## src/rtl/div_pkg.sv

```systemverilog
// div_pkg -- shared types and defaults for the sequential integer divider.
//
// Contents:
//   XLEN_DEFAULT : default operand/result width
//   div_op_e     : operation select, encoded as RV32M funct3[1:0]
//   div_state_e  : divider control states
package div_pkg;

  localparam int XLEN_DEFAULT = 32;

  typedef enum logic [1:0] {
    DIV  = 2'b00,
    DIVU = 2'b01,
    REM  = 2'b10,
    REMU = 2'b11
  } div_op_e;

  typedef enum logic [1:0] {
    IDLE = 2'b00,
    BUSY = 2'b01,
    DONE = 2'b10
  } div_state_e;

endpackage

```

## src/rtl/div_step.sv

```systemverilog
// div_step -- one combinational restoring-division step.
//
// The partial remainder and the quotient register form one double-width
// shift register {rem, quo}.  Each step shifts it left by one, trial-subtracts
// the divisor from the upper half, and keeps the difference (quotient bit 1)
// when it does not go negative, otherwise keeps the shifted value (bit 0).
//
// Ports:
//   rem_i     in  XLEN  partial remainder (always < divisor, or the running
//                       dividend prefix when the divisor is zero)
//   quo_i     in  XLEN  quotient / remaining dividend bits
//   divisor_i in  XLEN  unsigned divisor magnitude
//   rem_o     out XLEN  next partial remainder
//   quo_o     out XLEN  next quotient register
module div_step
  import div_pkg::*;
#(
  parameter int XLEN = XLEN_DEFAULT
) (
  input  logic [XLEN-1:0] rem_i,
  input  logic [XLEN-1:0] quo_i,
  input  logic [XLEN-1:0] divisor_i,
  output logic [XLEN-1:0] rem_o,
  output logic [XLEN-1:0] quo_o
);

  logic [XLEN:0]   shifted;
  logic            fits;
  logic [XLEN-1:0] diff;

  always_comb begin
    shifted = {rem_i, quo_i[XLEN-1]};
    // The trial subtraction is done on XLEN+1 bits: shifted can exceed the
    // XLEN range, but whenever it fits the difference is below the divisor,
    // so the low XLEN bits of the modular difference are exact.
    fits    = (shifted >= {1'b0, divisor_i});
    diff    = shifted[XLEN-1:0] - divisor_i;
    rem_o   = fits ? diff : shifted[XLEN-1:0];
    quo_o   = {quo_i[XLEN-2:0], fits};
  end

endmodule

```

## src/rtl/seq_divider.sv

```systemverilog
// seq_divider -- iterative restoring divider for RV32M DIV/DIVU/REM/REMU.
//
// One quotient bit is produced per clock; a result takes XLEN+1 edges after
// the accepting edge, independent of operands.  Signed operations run on
// operand magnitudes and the sign is restored when the result is registered.
// Divide-by-zero and signed overflow are flagged when the operation is
// accepted and substituted at finalize time.
//
// Ports:
//   i_clk       in  1     clock, rising edge
//   i_rst       in  1     synchronous active-high reset
//   i_start     in  1     request strobe, sampled only while idle
//   i_op        in  2     00 DIV, 01 DIVU, 10 REM, 11 REMU
//   i_dividend  in  XLEN  rs1
//   i_divisor   in  XLEN  rs2
//   i_kill      in  1     abort the operation in flight / block acceptance
//   o_busy      out 1     operation in progress (BUSY or DONE)
//   o_valid     out 1     one-cycle result strobe
//   o_result    out XLEN  quotient or remainder, held until next result
module seq_divider
  import div_pkg::*;
#(
  parameter int XLEN = XLEN_DEFAULT
) (
  input  logic            i_clk,
  input  logic            i_rst,
  input  logic            i_start,
  input  logic [1:0]      i_op,
  input  logic [XLEN-1:0] i_dividend,
  input  logic [XLEN-1:0] i_divisor,
  input  logic            i_kill,
  output logic            o_busy,
  output logic            o_valid,
  output logic [XLEN-1:0] o_result
);

  localparam int CNT_W = (XLEN > 2) ? $clog2(XLEN) : 1;
  localparam logic [CNT_W-1:0] LAST_STEP = CNT_W'(XLEN - 1);
  localparam logic [XLEN-1:0]  MIN_NEG   = {1'b1, {(XLEN-1){1'b0}}};

  // Unsigned magnitude of a two's-complement value.  The most negative value
  // maps to 2^(XLEN-1), which is representable as an unsigned XLEN number.
  function automatic logic [XLEN-1:0] magnitude(input logic signed [XLEN-1:0] v,
                                                input logic                   neg);
    logic signed [XLEN-1:0] n;
    n = -v;
    return neg ? $unsigned(n) : $unsigned(v);
  endfunction

  function automatic logic [XLEN-1:0] apply_sign(input logic [XLEN-1:0] m,
                                                 input logic            neg);
    logic signed [XLEN-1:0] s;
    s = -$signed(m);
    return neg ? $unsigned(s) : m;
  endfunction

  // Result selection at finalize: special cases override the iterated value.
  function automatic logic [XLEN-1:0] finalize(input div_op_e         op,
                                               input logic [XLEN-1:0] quo,
                                               input logic [XLEN-1:0] rem,
                                               input logic [XLEN-1:0] dividend,
                                               input logic            quo_neg,
                                               input logic            rem_neg,
                                               input logic            div0,
                                               input logic            ovf);
    logic [XLEN-1:0] res;
    if (op == DIV || op == DIVU) begin
      if (div0)     res = '1;
      else if (ovf) res = MIN_NEG;
      else          res = apply_sign(quo, quo_neg);
    end else begin
      if (div0)     res = dividend;
      else if (ovf) res = '0;
      else          res = apply_sign(rem, rem_neg);
    end
    return res;
  endfunction

  div_state_e      state_q;
  div_op_e         op_q;
  logic            qneg_q, rneg_q, div0_q, ovf_q;
  logic [XLEN-1:0] dvd_q, dsr_q, rem_q, quo_q;
  logic [CNT_W-1:0] cnt_q;
  logic [XLEN-1:0] result_q;
  logic            valid_q;

  // Acceptance-time decode of the incoming request.
  logic            signed_op_d, a_neg_d, b_neg_d;
  logic            div0_d, ovf_d;
  logic [XLEN-1:0] a_mag_d, b_mag_d;
  logic [XLEN-1:0] rem_d, quo_d;

  always_comb begin
    signed_op_d = ~i_op[0];
    a_neg_d     = signed_op_d & i_dividend[XLEN-1];
    b_neg_d     = signed_op_d & i_divisor[XLEN-1];
    a_mag_d     = magnitude($signed(i_dividend), a_neg_d);
    b_mag_d     = magnitude($signed(i_divisor), b_neg_d);
    div0_d      = (i_divisor == '0);
    ovf_d       = signed_op_d & (i_dividend == MIN_NEG) & (i_divisor == '1);
  end

  div_step #(.XLEN(XLEN)) u_step (
    .rem_i     (rem_q),
    .quo_i     (quo_q),
    .divisor_i (dsr_q),
    .rem_o     (rem_d),
    .quo_o     (quo_d)
  );

  always_ff @(posedge i_clk) begin
    if (i_rst) begin
      state_q  <= IDLE;
      op_q     <= DIV;
      qneg_q   <= 1'b0;
      rneg_q   <= 1'b0;
      div0_q   <= 1'b0;
      ovf_q    <= 1'b0;
      dvd_q    <= '0;
      dsr_q    <= '0;
      rem_q    <= '0;
      quo_q    <= '0;
      cnt_q    <= '0;
      result_q <= '0;
      valid_q  <= 1'b0;
    end else begin
      valid_q <= 1'b0;
      unique case (state_q)
        // Accept: latch op, signs, magnitudes and special-case flags.
        IDLE: begin
          if (i_start && !i_kill) begin
            op_q    <= div_op_e'(i_op);
            qneg_q  <= a_neg_d ^ b_neg_d;
            rneg_q  <= a_neg_d;
            div0_q  <= div0_d;
            ovf_q   <= ovf_d;
            dvd_q   <= i_dividend;
            dsr_q   <= b_mag_d;
            quo_q   <= a_mag_d;
            rem_q   <= '0;
            cnt_q   <= '0;
            state_q <= BUSY;
          end
        end
        // Iterate: one restoring step per edge, XLEN steps in total.
        BUSY: begin
          if (i_kill) begin
            state_q <= IDLE;
          end else begin
            rem_q <= rem_d;
            quo_q <= quo_d;
            cnt_q <= cnt_q + CNT_W'(1);
            if (cnt_q == LAST_STEP) state_q <= DONE;
          end
        end
        // Finalize: sign correction, special-case select, result strobe.
        DONE: begin
          if (!i_kill) begin
            result_q <= finalize(op_q, quo_q, rem_q, dvd_q, qneg_q, rneg_q,
                                 div0_q, ovf_q);
            valid_q  <= 1'b1;
          end
          state_q <= IDLE;
        end
        default: state_q <= IDLE;
      endcase
    end
  end

  assign o_busy   = (state_q != IDLE);
  assign o_valid  = valid_q;
  assign o_result = result_q;

endmodule

```

## config.mk

```make
export PLATFORM = sky130hd
export DESIGN_NAME = seq_divider
export DESIGN_NICKNAME = d
export VERILOG_FILES = /design/src/rtl/div_pkg.sv /design/src/rtl/div_step.sv /design/src/rtl/seq_divider.sv
export SDC_FILE = /design/constraint.sdc
export NUM_CORES = 1
export LEC_CHECK = 0
export ABC_AREA = 0
export BUFFER_PORTS_ARGS = -buffer_cell sky130_fd_sc_hd__buf_2
export CAP_MARGIN = 15
export CORE_UTILIZATION = 41
export CTS_BUF_LIST = sky130_fd_sc_hd__clkbuf_8
export DETAILED_ROUTE_END_ITERATION = 6
export PLACE_DENSITY = 0.62
export SYNTH_ARGS = -nofsm -noshare
export SYNTH_HDL_FRONTEND = slang
export SYNTH_HIERARCHICAL = 1
export SYNTH_SLANG_ARGS = --single-unit
```

## constraint.sdc

```tcl
create_clock -name i_clk -period 3.88 [get_ports i_clk]
set_input_delay 0.194 -clock i_clk [delete_from_list [all_inputs] [get_ports i_clk]]
set_output_delay 0.194 -clock i_clk [all_outputs]
set_load 0.05 [all_outputs]
```

==> run summary <==
=================================================================================
Result of the run .................................................. finished with violations
Failing checks .....................................................          DRC
Worst Setup Start Kind .............................................         flop
Count of cell instances traversed by the critical path .............           13
Crit path kind .....................................................   reg -> reg
Number of levels the H-tree was split into .........................            4
Crit-path slowest cell ............................................. sky130_fd_sc_hd__o41ai_1
Reg2Reg Capture Point .............................................. rem_q[28]$_SDFFE_PP0P_
Largest net degree at the start of global routing ..................           64
Number of port buffers .............................................          103
Antenna-violating nets left ........................................            0
Number of optimization iterations in the first detailed-route pass .            7
Clock Skews ........................................................    0.0216 ns
# fillers ..........................................................         3056
Buffer count from post-CTS setup fixing ............................            0
Die width ..........................................................       175 um
Top-area cell type share of the netlist area .......................        28.1%
Finished Layout Cells ..............................................         2056
Share of synthesized area occupied by flip-flops and latches .......        28.1%
Highest fanout seen on the critical path ...........................            3
Clock slew at reported path FFs ....................................      0.10 ns
Number of global-route vias before repair ..........................        11.1k
Count of antenna diodes in the layout ..............................            0
Root Driver ........................................................ sky130_fd_sc_hd__clkbuf_8
Switching share of power ...........................................        33.8%
Chip Height ........................................................       175 um
Total Neg Setup Slack ..............................................         0 ns
Max Fclk ...........................................................      300 MHz
Setup slack of the worst register-to-register path .................      0.54 ns
Slowest Stage Delay on Critical Path ...............................      0.59 ns
Wirelength, routed .................................................     37700 um
Total nets after synthesis .........................................         1727
Min setup slack post-route .........................................     0.543 ns
Fraction of layout instances using a drive strength above 1 ........        14.2%
Initial antenna violation count ....................................            0
Mapped Avg Cell Area ...............................................   7.62 sq um
DPL Wire Length ....................................................     27500 um
Sequential Power Share .............................................        44.8%
Area leader, netlist ............................................... sky130_fd_sc_hd__dfxtp_1
Number of synthesized register bits ................................          173
Drt drc ............................................................            4
Critical Path RT ...................................................      4.24 ns
Type of the most critical hold path ................................    in -> reg
Worst path cell trace .............................................. inv_1, ha_1, fa_1, nor2b_1, o31ai_1, a21oi_1, o21ai_1, o41ai_1, a221oi_1, xnor2_1, mux2_4, nand3_1, a21oi_1
Global-route wire length before repair .............................     59900 um
Pre-CTS setup slack ................................................     0.592 ns
CP dominant cell by count .......................................... sky130_fd_sc_hd__a21oi_1
Worst R2R Path Depth ...............................................           13
Netlist area before placement ......................................  12300 sq um
Cell internal pwr ..................................................    0.00285 W
Combinational share of power .......................................        23.0%
Clock power frac ...................................................        32.3%
Final min period ...................................................      3.34 ns
Areal power density over the cells .................................  317 nW/um^2
Core area ..........................................................  29600 sq um
Final period utilization ...........................................        86.0%
Number of nets at the end of the flow ..............................         1763
Least-Margin Pin Slew ..............................................      1.16 ns
List of most frequent post-synthesis cells ......................... sky130_fd_sc_hd__nand2_1, sky130_fd_sc_hd__dfxtp_1, sky130_fd_sc_hd__a21oi_1
Final setup violation count ........................................            0
Fraction of registers with async set or reset after synthesis ......           0%
Area Overhead vs Synth .............................................        9.96%
Cell types occupying the most area after synthesis ................. sky130_fd_sc_hd__dfxtp_1, sky130_fd_sc_hd__a21oi_1, sky130_fd_sc_hd__nand2_1
Unrepaired setup endpoints after global routing ....................        false
Final number of max-transition violations ..........................            0
Die area ...........................................................  30800 sq um
Yosys warning count ................................................            6
Worst-case headroom to the max-slew limit ..........................        22.5%
GPL Wtd Cong .......................................................        0.902
Reg-to-reg critical path startpoint ................................ quo_q[31]$_SDFFE_PP0P_
Share of the core filled with cells in the final layout ............        45.7%
Number of buffer and inverter stages on the critical path ..........            1
Global-route total usage across every layer ........................        24.3%
Number of buffers added by the clock tree synthesis step ...........           17
I/O pin total ......................................................          104
Worst IR drop on VDD ...............................................   0.000217 V
Synthesized instance count .........................................         1617
Number of buffers inserted by hold repair at cts ...................           21
Most instantiated library cell after synthesis ..................... sky130_fd_sc_hd__nand2_1
Detailed-route vias per instance ...................................         5.83
Overall Power ......................................................    0.00430 W
Clock latency reported for the late side of the worst-skew pair ....      0.48 ns
Net switching power ................................................    0.00145 W
Count of final hold-check violations ...............................            0
Critical path endpoint category ....................................         flop
Data arrival time of the worst path ................................      3.70 ns
Static power due to leakage ........................................      5.15 nW
Maximum root-to-sink buffer count ..................................            2
Number of instances in the placed design ...........................         2002
Initial cell density of the core ...................................        41.6%
Number of synthesized flops with an enable pin .....................            0
Total of cells resized after clock tree synthesis ..................            0
Initial drt markers ................................................         1011
Average wire per cell in the routed design .........................      18.3 um
TritonCTS clock tree ...............................................          yes
Capturing instance or port of the critical path .................... rem_q[28]$_SDFFE_PP0P_
Critical Path Source ............................................... quo_q[31]$_SDFFE_PP0P_
Max-cap violations .................................................            0
Sinks on Clock Net .................................................          173
Total via count after detailed routing .............................        12.0k
Post-synthesis cell type count .....................................           77
Predominant post-synthesis flop cell ............................... sky130_fd_sc_hd__dfxtp_1
Number of core rows ................................................           63
Kind of cell adding the most delay to the critical path ............ compound AO/OA/AOI/OAI gates
GR Overflow Total ..................................................            0
=================================================================================
-- how the worst min path moves through the flow --
stage,startpoint,endpoint,depth (start not counted)
6_report,i_divisor[23],dsr_q[23]$_SDFFE_PP0P_,3
5_1_grt,i_dividend[18],dvd_q[18]$_SDFFE_PP0P_,3
4_1_cts,i_dividend[28],dvd_q[28]$_SDFFE_PP0P_,3
2_1_floorplan,i_dividend[0],dvd_q[0]$_SDFFE_PP0P_,2
3_3_place_gp,dsr_q[25]$_SDFFE_PP0P_,dsr_q[25]$_SDFFE_PP0P_,2
3_5_place_dp,dsr_q[25]$_SDFFE_PP0P_,dsr_q[25]$_SDFFE_PP0P_,2
-- power groups by stage --
| stage | Clock, W | Sequential [W] | Combinational (W) |
|---|---|---|---|
| 4_1_cts | 0.00142 | 0.00192 | 0.000979 |
| 5_1_grt | 0.00149 | 0.00193 | 0.00108 |
| 6_report | 0.00139 | 0.00192 | 0.000987 |
| 3_5_place_dp | 0 | 0.00196 | 0.000958 |
| 2_1_floorplan | 0 | 0.00193 | 0.000740 |
| 3_3_place_gp | 0 | 0.00196 | 0.000955 |
-- per-stage QoR --
stage	instance area, sq um	hold slack, ns
2_1_floorplan	12300	0.330
3_3_place_gp	12900	0.438
3_5_place_dp	12900	0.448
4_1_cts	13500	0.000267
5_1_grt	13600	0.00735
6_report	13600	0.0196
-- registers in the layout, indices dropped and copies added (netlist names) --
| signal | count |
|---|---|
| div0_q | 1 |
| rneg_q | 1 |
| state_q | 2 |
| dsr_q | 32 |
| o_valid | 1 |
| op_q | 1 |
| ovf_q | 1 |
| o_result | 32 |
| rem_q | 32 |
| dvd_q | 32 |
| quo_q | 32 |
| qneg_q | 1 |
| cnt_q | 5 |
-- layout by cell type, fill, tap and decap left out, drive strengths merged, types with 28 or more instances in the layout --
cell and count:
a211oi 53, a21oi 156, buf 131, dfxtp 173, ha 39, inv 58, mux2 31, nand2 206
nand3 54, nand4 28, nor2 147, nor3 40, o21ai 87, xnor2 76, xor2 61
-- cell families after synthesis --
family | after synthesis | share of synthesized area (%)
and+or+nand+nor | 592 | 22.9
AOI/OAI and AO/OA | 456 | 24.1
buffers and inverters | 185 | 7.12
DFF | 173 | 28.1
xor gates and xnor gates | 137 | 9.73
adders and majority gates | 40 | 4.12
muxes | 34 | 3.90
-- worst min-delay path, stage by stage --
cell	delay, ns
sky130_fd_sc_hd__buf_2	0.14
sky130_fd_sc_hd__nand2_1	0.06
sky130_fd_sc_hd__a211oi_1	0.05
-- per-layer routing --
metal,track usage (%),up-vias,routed length (um)
met3,2.90,49,2080
met5,0,-,0
met2,38.7,428,16800
li1,-,5862,-
met1,34.7,5651,18200
met4,6.01,0,644
-- layout make-up --
type	count	area (sq um)	area share (%)
Clock buffer	18	248	1.83
Tap cell	390	488	3.60
Timing Repair Buffer	153	973	7.18
Inverter	49	184	1.36
Multi-Input combinational cell	1259	8030	59.2
Clock inverter	14	174	1.28
Sequential cell	173	3460	25.5
Power figures use the tool's default switching activity.
